$ cat config.mk
export PLATFORM = sky130hd
export DESIGN_NAME = delay_load_seq
export DESIGN_NICKNAME = d
export VERILOG_FILES = /design/src/rtl/delay_load_pkg.sv /design/src/rtl/delay_cmd_fifo.sv /design/src/rtl/delay_load_seq.sv
export SDC_FILE = /design/constraint.sdc
export NUM_CORES = 1
export LEC_CHECK = 0
export BUFFER_PORTS_ARGS = -buffer_cell sky130_fd_sc_hd__buf_2
export CORE_MARGIN = 3
export CORE_UTILIZATION = 55
export CTS_CLUSTER_SIZE = 30
export DETAILED_ROUTE_END_ITERATION = 16
export GPL_TIMING_DRIVEN = 0
export PLACE_DENSITY_LB_ADDON = 0.12
export SYNTH_ARGS = -nofsm -noshare
export SYNTH_HDL_FRONTEND = slang
export SYNTH_HIERARCHICAL = 1
export SYNTH_SLANG_ARGS = --single-unit
$ cat constraint.sdc
create_clock -name clk -period 7.4 [get_ports clk]
set_clock_uncertainty 0.15 [all_clocks]
set_input_delay 0.74 -clock clk [delete_from_list [all_inputs] [get_ports clk]]
set_output_delay 0.74 -clock clk [all_outputs]
set_load 0.1 [all_outputs]
$ cat src/rtl/delay_load_pkg.sv
// Shared types and constants for the delay-load sequencer.
package delay_load_pkg;

  typedef enum logic [1:0] {
    ST_IDLE,
    ST_LOAD,
    ST_SET,
    ST_SETTLE
  } state_e;

  // Largest legal fine tap; anything above is clamped to this.
  localparam logic [2:0] FINE_MAX = 3'd4;

  // Lane field is stored at a fixed width so the buffered command type does
  // not depend on the top-level parameters; LANE_W must not exceed this.
  localparam int CMD_LANE_W = 8;

  typedef struct packed {
    logic                  commit;
    logic [CMD_LANE_W-1:0] lane;
    logic [7:0]            delay;
  } cmd_t;

  // Keep the coarse tap, saturate the fine tap at FINE_MAX.
  function automatic logic [7:0] clamp_fine(input logic [7:0] d);
    return (d[2:0] > FINE_MAX) ? {d[7:3], FINE_MAX} : d;
  endfunction

endpackage

$ cat src/rtl/delay_cmd_fifo.sv
// Small synchronous command FIFO; full/empty are decoded from the occupancy flop.
module delay_cmd_fifo #(
  parameter int DEPTH = 4,
  parameter int WIDTH = 8
) (
  input  logic             clk,
  input  logic             rst_n,
  input  logic             push,
  input  logic [WIDTH-1:0] din,
  input  logic             pop,
  output logic [WIDTH-1:0] dout,
  output logic             full,
  output logic             empty
);

  localparam int AW = (DEPTH > 1) ? $clog2(DEPTH) : 1;

  logic [WIDTH-1:0] mem_q [DEPTH];
  logic [AW-1:0]    wr_ptr_q, wr_ptr_d;
  logic [AW-1:0]    rd_ptr_q, rd_ptr_d;
  logic [AW:0]      count_q, count_d;
  logic             do_push, do_pop;

  assign full    = (count_q == (AW+1)'(DEPTH));
  assign empty   = (count_q == '0);
  assign do_push = push && !full;
  assign do_pop  = pop && !empty;
  assign dout    = mem_q[rd_ptr_q];

  // Pointer and occupancy next-state.
  always_comb begin
    wr_ptr_d = wr_ptr_q;
    rd_ptr_d = rd_ptr_q;
    count_d  = count_q;
    if (do_push) wr_ptr_d = wr_ptr_q + AW'(1);
    if (do_pop)  rd_ptr_d = rd_ptr_q + AW'(1);
    case ({do_push, do_pop})
      2'b10:   count_d = count_q + (AW+1)'(1);
      2'b01:   count_d = count_q - (AW+1)'(1);
      default: count_d = count_q;
    endcase
  end

  // Pointer and occupancy registers.
  always_ff @(posedge clk or negedge rst_n) begin
    if (!rst_n) begin
      wr_ptr_q <= '0;
      rd_ptr_q <= '0;
      count_q  <= '0;
    end else begin
      wr_ptr_q <= wr_ptr_d;
      rd_ptr_q <= rd_ptr_d;
      count_q  <= count_d;
    end
  end

  // Storage; contents are don't-care while empty so no reset is needed.
  always_ff @(posedge clk) begin
    if (do_push) mem_q[wr_ptr_q] <= din;
  end

endmodule

$ cat src/rtl/delay_load_seq.sv
// Delay-load sequencer: buffers per-lane writes and commits, pulses ld per lane
// on the shared delay bus, then a group-wide set followed by a settle window.
//
// state     | meaning
// ST_IDLE   | waiting for a buffered command; pops the head when present
// ST_LOAD   | one cycle: ld[lane] high, delay bus carries the new value
// ST_SET    | one cycle: set high, delay bus holds its last loaded value
// ST_SETTLE | SETTLE_CYCLES cycles of busy before the next command
module delay_load_seq
  import delay_load_pkg::*;
#(
  parameter int         NUM_LANES     = 10,
  parameter int         LANE_W        = 4,
  parameter int         FIFO_DEPTH    = 4,
  parameter logic [7:0] DEFAULT_DELAY = 8'h00,
  parameter int         SETTLE_CYCLES = 2
) (
  input  logic                 clk,
  input  logic                 rst_n,
  input  logic                 cmd_valid,
  output logic                 cmd_ready,
  input  logic                 cmd_commit,
  input  logic [LANE_W-1:0]    cmd_lane,
  input  logic [7:0]           cmd_delay,
  output logic [NUM_LANES-1:0] ld,
  output logic                 set,
  output logic [7:0]           delay,
  output logic                 busy,
  output logic                 err_fine,
  output logic                 err_lane,
  input  logic                 err_clr,
  input  logic [LANE_W-1:0]    rd_lane,
  output logic [7:0]           rd_delay
);

  localparam int CNT_W = 8;

  cmd_t push_cmd, head_cmd;
  logic fifo_full, fifo_empty, push, pop;
  logic fine_clamp, lane_ok;

  state_e               state_q, state_d;
  logic [CNT_W-1:0]     cnt_q, cnt_d;
  logic [NUM_LANES-1:0] ld_q, ld_d;
  logic                 set_q, set_d;
  logic [7:0]           delay_q, delay_d;
  logic [7:0]           shadow_q [NUM_LANES];
  logic [7:0]           shadow_d [NUM_LANES];
  logic                 err_fine_q, err_fine_d;
  logic                 err_lane_q, err_lane_d;
  logic [7:0]           rd_delay_q, rd_delay_d;

  assign cmd_ready       = !fifo_full;
  assign push            = cmd_valid && cmd_ready;
  assign fine_clamp      = (cmd_delay[2:0] > FINE_MAX);
  assign push_cmd.commit = cmd_commit;
  assign push_cmd.lane   = CMD_LANE_W'(cmd_lane);
  assign push_cmd.delay  = clamp_fine(cmd_delay);
  assign pop             = (state_q == ST_IDLE) && !fifo_empty;
  assign lane_ok         = (32'(head_cmd.lane) < NUM_LANES);

  delay_cmd_fifo #(
    .DEPTH (FIFO_DEPTH),
    .WIDTH ($bits(cmd_t))
  ) u_fifo (
    .clk   (clk),
    .rst_n (rst_n),
    .push  (push),
    .din   (push_cmd),
    .pop   (pop),
    .dout  (head_cmd),
    .full  (fifo_full),
    .empty (fifo_empty)
  );

  // Sequencer next-state; strobes are computed one cycle ahead so they leave flops.
  always_comb begin
    state_d    = state_q;
    cnt_d      = cnt_q;
    ld_d       = '0;
    set_d      = 1'b0;
    delay_d    = delay_q;
    shadow_d   = shadow_q;
    // A new error in the same cycle as err_clr keeps the flag set.
    err_fine_d = (err_fine_q && !err_clr) || (push && fine_clamp);
    err_lane_d = err_lane_q && !err_clr;
    unique case (state_q)
      ST_IDLE: begin
        if (!fifo_empty) begin
          if (head_cmd.commit) begin
            state_d = ST_SET;
            set_d   = 1'b1;
          end else begin
            state_d = ST_LOAD;
            if (lane_ok) begin
              delay_d = head_cmd.delay;
              for (int i = 0; i < NUM_LANES; i++) begin
                if (32'(head_cmd.lane) == i) begin
                  ld_d[i]     = 1'b1;
                  shadow_d[i] = head_cmd.delay;
                end
              end
            end else begin
              err_lane_d = 1'b1;
            end
          end
        end
      end
      ST_LOAD: state_d = ST_IDLE;
      ST_SET: begin
        if (SETTLE_CYCLES == 0) begin
          state_d = ST_IDLE;
        end else begin
          state_d = ST_SETTLE;
          cnt_d   = CNT_W'(SETTLE_CYCLES - 1);
        end
      end
      ST_SETTLE: begin
        if (cnt_q == '0) state_d = ST_IDLE;
        else             cnt_d   = cnt_q - CNT_W'(1);
      end
      default: state_d = ST_IDLE;
    endcase
  end

  // Shadow readback mux; out-of-range selects return the reset value.
  always_comb begin
    rd_delay_d = DEFAULT_DELAY;
    for (int i = 0; i < NUM_LANES; i++) begin
      if (32'(rd_lane) == i) rd_delay_d = shadow_q[i];
    end
  end

  // State, output and shadow registers; reset cuts off any in-flight strobe.
  always_ff @(posedge clk or negedge rst_n) begin
    if (!rst_n) begin
      state_q    <= ST_IDLE;
      cnt_q      <= '0;
      ld_q       <= '0;
      set_q      <= 1'b0;
      delay_q    <= DEFAULT_DELAY;
      err_fine_q <= 1'b0;
      err_lane_q <= 1'b0;
      rd_delay_q <= DEFAULT_DELAY;
      for (int i = 0; i < NUM_LANES; i++) shadow_q[i] <= DEFAULT_DELAY;
    end else begin
      state_q    <= state_d;
      cnt_q      <= cnt_d;
      ld_q       <= ld_d;
      set_q      <= set_d;
      delay_q    <= delay_d;
      err_fine_q <= err_fine_d;
      err_lane_q <= err_lane_d;
      rd_delay_q <= rd_delay_d;
      shadow_q   <= shadow_d;
    end
  end

  assign ld       = ld_q;
  assign set      = set_q;
  assign delay    = delay_q;
  assign busy     = !fifo_empty || (state_q != ST_IDLE);
  assign err_fine = err_fine_q;
  assign err_lane = err_lane_q;
  assign rd_delay = rd_delay_q;

endmodule

### Word-level counts from Yosys, hierarchy flattened

Memory sizes are Yosys's and may differ from the RTL's.
Index checks and enable logic that the tools add are counted.

| cells by class | value |
|---|---|
| bitwise operators | 2 |
| reductions and logical operators | 33 |
| magnitude comparators | 2 |
| mux-type cells | 41 |
| add/sub/neg operators | 5 |
| eq/ne operators | 27 |

Operator list:

| operator | count |
|---|---|
| $mux W8 | 11 |
| $reduce_and A5 Y1 | 10 |
| $mux W10 | 4 |
| $eq A8 B3 Y1 const B | 4 |
| $mux W1 | 19 |
| $eq A4 B3 Y1 const B | 4 |
| $eq A8 B2 Y1 const B | 2 |
| $eq A8 B4 Y1 const B | 2 |
| $logic_not A8 Y1 | 2 |
| $pmux W8 S2 | 1 |
| $eq A4 B2 Y1 const B | 2 |
| $eq A4 B4 Y1 const B | 2 |
| $eq A8 B1 Y1 const B | 1 |
| $lt A8 B4 Y1 const B | 1 |
| $pmux W2 S4 | 1 |
| $sub A8 B1 Y8 const B | 1 |
| $logic_and A1 B1 Y1 | 7 |
| $eq A2 B2 Y1 const B | 3 |
| $mux W2 | 3 |
| $ne A2 B2 Y1 const B | 3 |
| $pmux W3 S2 | 1 |
| $reduce_bool A2 Y1 | 3 |
| $add A2 B1 Y2 const B | 2 |
| $eq A2 B1 Y1 const B | 2 |
| other kinds (14) | 19 |

| storage, ports and cells | value |
|---|---|
| memories kept | 1 |
| bits in registers | 126 |
| input port bits | 21 |
| output and inout bits | 31 |
| memory bits (writable) | 52 |
| logic and storage cells | 132 |

Memory list:

| memory | depth | width | read ports | clocked after Yosys merged registers in | write ports | RTL line | RTL |
|---|---|---|---|---|---|---|---|
| u_fifo.mem_q | 4 | 13 | 1 | 0 | 1 | delay_cmd_fifo.sv:18 | `logic [WIDTH-1:0] mem_q [DEPTH];` |

### Depth between registers and ports, before layout

Gate-level depths: netlist of run 1.

| logic depth | value |
|---|---|
| depth in word-level cells | 11 |
| gate-level depth with buffers | 10 |
| gate-level depth less buffers | 10 |

### By module

The synthesis of run 1 kept the hierarchy.

Modules (own cells, without submodules):

| module | area each (sq um) | times used | cells each | seq. area each (sq um) |
|---|---|---|---|---|
| delay_load_seq | 5556.6 | 1 | 436 | 2977.9 |
| delay_cmd_fifo | 2921.6 | 1 | 126 | 2217.1 |

### Worst setup path before layout of run 1

OpenSTA, ideal clock, no wires.

| timing path | value |
|---|---|
| path kind | register -> register |
| start point | register u_fifo.rd_ptr_q[0] |
| end point | register shadow_q[0] (netlist name) |
| clock period less this slack | 2.667 ns |
| arrival time | 2.389 ns |
| cell stages (with the launch flop) | 9 |
| path slack | 4.733 ns |
| cell sequence | dfrtp_1 -> buf_6 -> mux4_1 -> or4_1 -> nor2b_1 -> buf_4 -> buf_12 -> nand3_4 -> mux2_1 |

| on the way | value |
|---|---|
| cells in the longest elaborated chain, start to end | 3 |
| elaborated cells on any way between the ends | 5 |
| classes of those cells | order compare (1); eq/ne (1); bitwise (1); reduce/logical (1); memory (1) |

Ends and longest elaborated chain:

| element | RTL line | RTL |
|---|---|---|
| start: declaration | delay_cmd_fifo.sv:20 | `logic [AW-1:0] rd_ptr_q, rd_ptr_d;` |
| start signal: assignment | delay_cmd_fifo.sv:52 | `rd_ptr_q <= rd_ptr_d;` |
| $mem_v2 Z4 W13 * | - |  |
| $lt A8 B4 Y1 (tied with other cells) | delay_load_seq.sv:60 | `assign lane_ok = (32'(head_cmd.lane) < NUM_LANES);` |
| $reduce_and A5 Y1 (no source line) | - |  |
| end signal: assignment | delay_load_seq.sv:155 | `shadow_q <= shadow_d;` |
| end: declaration | delay_load_seq.sv:47 | `logic [7:0] shadow_q [NUM_LANES];` |

Every way passes the cells marked *; elsewhere a longest branch is shown, timed or not.
A chain may end at the register's enable or synchronous reset.

==> results of run 1 <==
how the worst max path moves through the flow:
stage	endpoint
final	shadow_q[19]
after global routing	shadow_q[19]
after CTS	shadow_q[19]
after detailed placement	shadow_q[16]
after global placement	delay[4]
after floorplan	shadow_q[0]
routing by layer:
layer	track usage [%]	share of wire (%)	vias to the layer above	wire length, um
li1	-	-	2241	-
met1	26.6	43	2452	6890
met2	34.4	52	83	8200
met3	4.38	3.3	20	528
met4	6.48	1.5	0	235
met5	0	0	-	0
cells in the final DEF, fill, tap and decap left out, types with 2 or more instances in the layout:
cell        instances
and2_1              6
o22ai_1             8
nand2_1            16
mux2i_1            30
clkinvlp_4          3
nor3_1              6
nand3_1             3
nor2_1             15
a21oi_1             2
nor2b_1            17
nor4_1              4
mux2_2             93
edfxtp_1           68
buf_2              54
conb_1             16
inv_8               4
a221o_1             8
nand2b_1            5
buf_6               2
mux4_2              8
xor2_1              4
inv_1              14
mux2_1              4
inv_6               6
nand3_4             7
nand4_2             2
ha_1                7
clkbuf_16          17
o21ai_0            23
clkbuf_1           21
dfrtp_1           126
mux4_1              9
a21o_1              9
buf_12              2
a22oi_1             8
buf_1               2
xnor2_1             3
nand3b_1            8
critical path: stages, from the launching register on:
cell	delay, ns
dfrtp_1	0.32
buf_2	0.23
buf_2	0.30
mux4_2	0.40
clkbuf_1	0.24
nor2b_1	0.15
clkbuf_1	0.35
nand4_2	0.42
mux2_2	0.42
registers in the layout, indices dropped and copies added (netlist names), 3 cells and up:
register        flops
ld                 10
u_fifo/mem_q       68
delay               8
rd_delay            8
u_fifo/count_q      3
shadow_q           80
cnt_q               8
metrics by stage:
step                      utilization (%)  hold WS (ns)  setup slack, ns  std cells
after floorplan                         -         0.294             4.73        577
after global placement               60.8         0.325             3.92        810
after detailed placement             61.1         0.332             4.32        811
after CTS                            65.0       0.00171             4.28        843
after global routing                 65.0       0.00974             4.14        843
final                                65.0       0.00854             4.29        843
layout make-up:
type	count	area share, %
flip-flops and latches	194	54.0
multi-input cells	335	32.3
clock buffers	17	4.42
repair buffers	50	2.90
well taps	184	2.39
plain buffers	34	1.87
clock inverters	15	1.65
inverters	14	0.546
cell families (layout without fill, tap and decap cells):
group / after synthesis / after routing / share of synthesized area (%)
adder cells (fa/ha/maj): 8 / 8 / 1.27
AND/OR/NAND/NOR: 99 / 99 / 7.81
flip-flops: 194 / 194 / 61.3
multiplexers: 144 / 144 / 21.3
buffers and inverters: 48 / 130 / 2.75
XOR/XNOR: 7 / 7 / 0.723
other: 1 / 16 / 0.0442
AO/OA/AOI/OAI: 61 / 61 / 4.80
power by group:
group	leakage [nW]	internal [mW]	switching, mW
Clock	0.280	0.480	0.423
Sequential	2.34	1.34	0.101
Combinational	1.77	0.378	0.747
==> results.cfg, run 1 <==
[layout]
drive_above_1_share_pct = 31.4
diodes = 0
finalInstanceArea_um2 = 9630
multi_input_area_um2 = 3110
fin_nets = 675
regArea_um2 = 5190
area_growth_pct = 13.6
fillers = 1088

[die]
die_area_um2 = 16900
coreArea_um2 = 14800
rows = 44
initial_utilization_pct = 57.2
boundaryPins = 52
die_w_um = 130
die_height_um = 130

[critical_path]
cp-startpoint = u_fifo/rd_ptr_q[1]
ff2ff_path_depth = 8
worstSetupStartpointType = flop
crit_type = reg -> reg
endpoint_kind = flop
rrSetupSlack_ns = 4.29
reg2reg_to = shadow_q[19]
r2r-start = u_fifo/rd_ptr_q[1]
crit_arrival_ns = 3.26
critPathRequiredTime_ns = 7.56
critPathMaxFanout = 10

[global_routing]
grt_max_degree = 105
grt_pass1_wl_um = 25900
grt_pass1_vias = 4869
grtUsageTotal_pct = 20.4
grt_overflow = 0
grt_antenna_before_repair = 0

[sta]
maxSlewViolCount = 0
final_hold_viol_count = 0
fmax_mhz = 322
relSlewSlack_pct = 40.4
finalSetupViolations = 0
finalCritPeriodShare_pct = 42.0
period_needed_ns = 3.11
rsz0062_at_grt = false
tightestPinTransition_ns = 0.894
tns_ns = 0

[pwr]
vdd_drop_max_v = 0.000359
p_leak_nw = 4.39
p_per_area_nw_per_um2 = 360
total_power_mw = 3.47

[run]
drv_cap = 0

[synth]
synth_common_cells = 126 x dfrtp_1, 93 x mux2_2, 68 x edfxtp_1, 30 x mux2i_1, 23 x o21ai_0
synth.cell_area_um2 = 8480
synthFlopType = dfrtp_1
synth_top_area_cell = dfrtp_1
ys_seq_elements = 194
postSynthCellCount = 562
yosys_warnings = 6
async_flop_share_pct = 64.9
synthTopCellsByArea = dfrtp_1 37%, edfxtp_1 24%, mux2_2 12%, mux2i_1 3.5%, mux4_1 2.8%
yosysMostFrequentCell = dfrtp_1
syn_area_per_cell_um2 = 15.1
synth_top_area_share_pct = 37.2
post_synth_num_cell_types = 50
seq_area_frac_synth_pct = 61.3
synth_edf_count = 68

[routing]
ant_nets = 0
num_vias = 4796
dr.first_iter.drc_count = 264
drc = 0
dr.pass1.iters = 4
wl_um = 15800
detail_route.wl_per_cell_um = 18.8
vias_per_cell = 5.69

[clock_tree]
postCtsHoldBufs = 0
root_buffer = clkbuf_16
clkSinkCount = 194
clk_path_buf_depth = 2
cts_resized = 0
cts_setup_buffers = 0
h-tree-depth = 4
cts.clk_slew.worst_paths_ns = 0.08
cts_tree = yes
cts_buffers = 17
insertion_delay_ns = 0.43

[place]
dp_hpwl_um = 10700
place_area_um2 = 9040
portBuffers = 49
place.gp.congestion = 0.837

[run_status]
run_status = completed

[hold_path]
hold_class = in -> async
Note: power is estimated with default switching activity, not from simulation.
==> run 2: changes to the inputs <==
ABC_AREA = 1   (was unset)
clock period = 2.6 ns   (was 7.4 ns; I/O delays follow)
==> results.cfg, run 2 <==
[synth]
postSynthCellCount = 872
post_synth_num_cell_types = 35
synthTopCellsByArea = dfrtp_1 37%, edfxtp_1 24%, nand2_1 11%, inv_1 4.5%, o21ai_1 3.8%
synth_edf_count = 68
seq_area_frac_synth_pct = 61.3
synth.cell_area_um2 = 8480
yosysMostFrequentCell = nand2_1
syn_area_per_cell_um2 = 9.72
synth_top_area_cell = dfrtp_1
yosys_warnings = 6
ys_seq_elements = 194
synthFlopType = dfrtp_1
synth_common_cells = 238 x nand2_1, 126 x dfrtp_1, 102 x inv_1, 68 x edfxtp_1, 65 x o21ai_1
async_flop_share_pct = 64.9
synth_top_area_share_pct = 37.2

[critical_path]
cpMaxStageDelayCell = dfrtp_1
cp-startpoint = u_fifo/rd_ptr_q[0]
crit_arrival_ns = 2.60
slowest_delay_ns = 0.39
critPathMaxFanout = 10
crit_chain = inv_2 > buf_6 > buf_6 > o211ai_2 > nand2_1 > inv_2 > a21oi_2 > nor2_4 > nand2_4 > inv_6 > nand2_2 > buf_4 > nand2_1 > o21ai_1
critPathRequiredTime_ns = 2.74
rrSetupSlack_ns = 0.14
endpoint_kind = flop
path_buf_inv = 6
r2r-start = u_fifo/rd_ptr_q[0]
cpLargestDelayFamily = buffers and inverters
crit_type = reg -> reg
ff2ff_path_depth = 14
worstSetupStartpointType = flop
reg2reg_to = shadow_q[61]

[clock_tree]
cts.clk_slew.worst_paths_ns = 0.06
insertion_delay_ns = 0.44
cts_tree = yes
clkSinkCount = 194
root_buffer = clkbuf_16
clk_path_buf_depth = 2
cts_buffers = 17
h-tree-depth = 4

[die]
initial_utilization_pct = 57.2
coreArea_um2 = 14800
rows = 44
die_w_um = 130
boundaryPins = 52
die_height_um = 130
die_area_um2 = 16900

[place]
place_area_um2 = 9090
portBuffers = 51
dp_hpwl_um = 12500
dp_cells = 1124
place.gp.congestion = 0.853

[routing]
dr.first_iter.drc_count = 456
dr.pass1.iters = 4
ant_nets = 0
detail_route.wl_per_cell_um = 15.8
vias_per_cell = 5.23
wl_um = 18600
num_vias = 6159
drc = 0

[sta]
relSlewSlack_pct = 34.0
rsz0062_at_grt = true
final_hold_viol_count = 0
finalCritPeriodShare_pct = 94.6
maxSlewViolCount = 0
fmax_mhz = 407
tightestPinTransition_ns = 0.989
period_needed_ns = 2.46
finalSetupViolations = 0

[layout]
finalInstanceArea_um2 = 9910
max_flop_register = shadow_q
fin_nets = 1009
diodes = 0
mostFrequentLayoutCells = 234 x nand2_1, 126 x dfrtp_1, 102 x inv_1, 68 x edfxtp_1, 65 x o21ai_1
final_common_cell = nand2_1
drive_above_1_share_pct = 17.0
area_growth_pct = 16.9
post-route-util_pct = 66.9
largest_reg_flops = 80
final_cells = 1177

[pwr]
swShare_pct = 38.9
total_power_mw = 9.60
p_leak_nw = 4.67
p_per_area_nw_per_um2 = 968
vdd_drop_max_v = 0.000653
p_int_mw = 5.86
p_sw_mw = 3.73
p_clk_share_pct = 26.0
power_frac_seq_pct = 39.5
pwr-share-comb_pct = 34.5

[global_routing]
grtUsageTotal_pct = 23.4
globalRouteMet1Util_pct = 32.1
grt_max_degree = 84
top_usage_layer = met2
grt_pass1_wl_um = 30400
grt_overflow = 0
use_met2_pct = 38.1
grt_antenna_before_repair = 0
grt_util_met3_pct = 3.85
grt_pass1_vias = 5937

[hold_path]
min_from = cmd_delay[2]
hold_class = in -> reg
holdPathStages = 3
worstHoldEndpoint = err_fine

[run]
drv_cap = 0

[run_status]
run_status = completed
-- run 2: cell types whose count changed after synthesis, sizes merged, moves of 32 or more --
cell	delta
o211ai	+33
o21ai	+73
nand3	+32
nor2	+37
nand2	+232
mux2	-97
inv	+96
-- run 2: worst max path at each step --
stage	end	slack (ns)	cells after the start
global route	u_fifo/mem_q[1][3]	-0.04	6
floorplan	u_fifo/mem_q[0][0]	0.38	6
CTS	shadow_q[62]	0.008	13
detailed placement	shadow_q[62]	-0.13	14
global placement	ld[7]	-0.58	1
finish	shadow_q[61]	0.14	14
-- run 2: final cells by class --
| class | count | area [um2] |
|---|---|---|
| multi-input combinational | 550 | 2790 |
| clock buffer | 26 | 520 |
| timing repair buffer | 74 | 494 |
| clock inverter | 6 | 45.0 |
| buffer | 33 | 220 |
| inverter | 110 | 420 |
| tap | 184 | 230 |
| sequential | 194 | 5190 |
| fill | 1208 | 4900 |
-- run 2: logic make-up (layout without fill, tap and decap cells) --
group                      after synthesis  in the layout  share of synthesized area [%]
AOI/OAI and AO/OA                      138            138                           9.83
DFF                                    194            194                           61.3
other                                    1             16                         0.0442
xor gates and xnor gates                 4              4                          0.413
adders and majority gates                8              8                           1.27
buffers and inverters                  143            249                           7.40
and+or+nand+nor                        384            384                           19.8
-- run 2: worst min-delay path, stage by stage --
cell,delay [ns]
buf_2,0.12
o21ai_0,0.12
o31ai_1,0.08
-- run 2: power by group through the flow --
stage,registers [mW],clock network [mW],logic [mW]
2_1_floorplan,4.11,0,1.92
3_3_place_gp,3.84,0,3.03
3_5_place_dp,3.84,0,3.13
4_1_cts,3.78,2.55,3.21
5_1_grt,3.83,2.67,3.65
6_report,3.79,2.50,3.31
-- run 2: timing repair --
action                     4_1_cts  5_1_grt
gates resized for setup          5       14
hold buffers                    13        0
hold endpoints to repair        85        0
setup endpoints to repair       81      125
buffers inserted                 4        4
pin swaps                        4        2
-- run 2: layer usage --
| metal | routed length (um) | vias up |
|---|---|---|
| met5 | 0 | - |
| li1 | - | 3070 |
| met1 | 8380 | 2958 |
| met3 | 548 | 26 |
| met2 | 9260 | 105 |
| met4 | 364 | 0 |
-- run 2: per-stage QoR --
stage	worst slack [ns]	TNS, ns	hold WS (ns)
global placement	-0.583	-88.66	0.312
floorplan	0.378	0	-0.186
global route	-0.0443	-1.80	0.0303
finish	0.141	0	0.0365
CTS	0.00797	0	0.0246
detailed placement	-0.134	-4.20	0.0647
==> run 3: changes to the inputs <==
ABC_AREA = unset   (was 1)
==> results.cfg, run 3 (same netlist as run 1, synthesis figures left out) <==
[critical_path]
crit_type = reg -> reg
r2r-start = u_fifo/rd_ptr_q[0]
path_common_cell = buf_12
slowest_delay_ns = 0.59
worstSetupStartpointType = flop
ff2ff_path_depth = 8
endpoint_kind = flop
crit_chain = buf_12 > mux4_2 > or4_4 > nor2b_4 > buf_8 > buf_12 > nand3_4 > mux2_4
reg2reg_to = shadow_q[2]
critPathMaxFanout = 8
rrSetupSlack_ns = -0.28
crit_arrival_ns = 3.04
cpMaxStageDelayCell = or4_4
critPathRequiredTime_ns = 2.76

[hold_path]
holdPathStages = 2
worstHoldEndpoint = u_fifo/mem_q[1][0]
hold_class = in -> reg
min_from = cmd_delay[2]

[layout]
final_common_cell = dfrtp_1
diodes = 0
mostFrequentLayoutCells = 126 x dfrtp_1, 89 x mux2_2, 68 x edfxtp_1, 54 x buf_2, 30 x mux2i_1
fin_nets = 697
finalInstanceArea_um2 = 10000
post-route-util_pct = 67.6
largest_reg_flops = 80
max_flop_register = shadow_q
drive_above_1_share_pct = 35.4
area_growth_pct = 18.2

[routing]
ant_nets = 0
dr.pass1.iters = 4
drc = 0
vias_per_cell = 5.75
num_vias = 4970
wl_um = 16900
dr.first_iter.drc_count = 329
detail_route.wl_per_cell_um = 19.5

[place]
portBuffers = 49
dp_hpwl_um = 11200
place_area_um2 = 9050
place.gp.congestion = 0.799

[die]
rows = 44
initial_utilization_pct = 57.2
die_w_um = 130
coreArea_um2 = 14800
die_height_um = 130
boundaryPins = 52
die_area_um2 = 16900

[global_routing]
grtUsageTotal_pct = 21.7
grt_pass1_vias = 5106
grt_overflow = 0
grt_pass1_wl_um = 27600
grt_max_degree = 99
grt_antenna_before_repair = 0

[sta]
relSlewSlack_pct = 41.6
finalCritPeriodShare_pct = 111
fmax_mhz = 347
tightestPinTransition_ns = 0.876
tns_ns = -16.46
maxSlewViolCount = 0
fin_ws_ns = -0.282
period_needed_ns = 2.88
whs_ns = 0.0610
final_hold_viol_count = 0
rsz0062_at_grt = true
finalSetupViolations = 89

[clock_tree]
cts_buffers = 17
root_buffer = clkbuf_16
h-tree-depth = 4
insertion_delay_ns = 0.43
cts_tree = yes
clkSinkCount = 194
clk_path_buf_depth = 2
cts.clk_slew.worst_paths_ns = 0.07

[pwr]
p_per_area_nw_per_um2 = 1020
vdd_drop_max_v = 0.000873
p_leak_nw = 4.55

[run]
drv_cap = 0

[run_status]
violations = negative setup slack
run_status = finished, violations left
==> run 3: cell count changes in the layout (fill, tap and decap cells not counted), sizes merged, moves of 18 or more <==
cell	before	now
inv	112	20
mux2	0	97
mux2i	0	30
nand2	248	16
nand3	43	11
nor2	52	15
nor2b	0	18
o211ai	34	1
o21ai	96	23
==> run 3: what timing repair did <==
item                       in CTS  in global routing
cloned                          2                  0
setup buffers                   6                  5
setup endpoints to repair      98                132
hold endpoints to repair      168                  0
resized for setup              30                 23
hold buffers                   13                  0
pin swaps                       3                  2
==> run 3: how the worst max path moves through the flow <==
stage                             from      endpoint  slack [ns]  depth (start not counted)
floorplan           u_fifo/rd_ptr_q[0]   shadow_q[0]       -0.03                          8
global placement    u_fifo/rd_ptr_q[1]  shadow_q[21]       -0.45                          8
detailed placement  u_fifo/rd_ptr_q[1]  shadow_q[22]       -0.51                          8
CTS                 u_fifo/rd_ptr_q[0]   shadow_q[2]       -0.34                          8
global route        u_fifo/rd_ptr_q[0]   shadow_q[2]       -0.35                          8
finish              u_fifo/rd_ptr_q[0]   shadow_q[2]       -0.28                          8
==> run 3: critical path, delay by kind of cell, from the launching register on <==
family	cells	cell delay [ns]
DFF	1	0.41
muxes	2	0.87
and+or+nand+nor	3	0.92
buffers and inverters	3	0.41
==> run 3: per-stage QoR <==
step / power [mW] / worst slack [ns] / cells
floorplan: 6.61 / -0.0321 / 577
global placement: 7.30 / -0.454 / 810
finish: 10.2 / -0.282 / 865
detailed placement: 7.45 / -0.506 / 811
global route: 10.7 / -0.355 / 865
CTS: 10.2 / -0.335 / 863
==> run 3: report_power, final <==
| part | internal [mW] | switching, mW | leakage, nW |
|---|---|---|---|
| Sequential | 3.81 | 0.304 | 2.34 |
| Combinational | 1.28 | 2.31 | 1.94 |
| Clock | 1.34 | 1.14 | 0.266 |
==> run 3: area by class of cell <==
type / instances / area, um2
timing repair buffer: 75 / 559
multi-input combinational: 335 / 3240
sequential: 194 / 5190
buffer: 31 / 188
clock inverter: 13 / 125
inverter: 14 / 52.6
tap: 184 / 230
clock buffer: 19 / 433
fill: 1059 / 4790
==> run 3: metal layers <==
layer	vias up	share of wire, %	global-route usage (%)
met5	-	0	0
met4	0	1.3	6.66
met3	20	3.2	4.38
met2	92	52	37.0
met1	2592	43	28.3
li1	2266	-	-
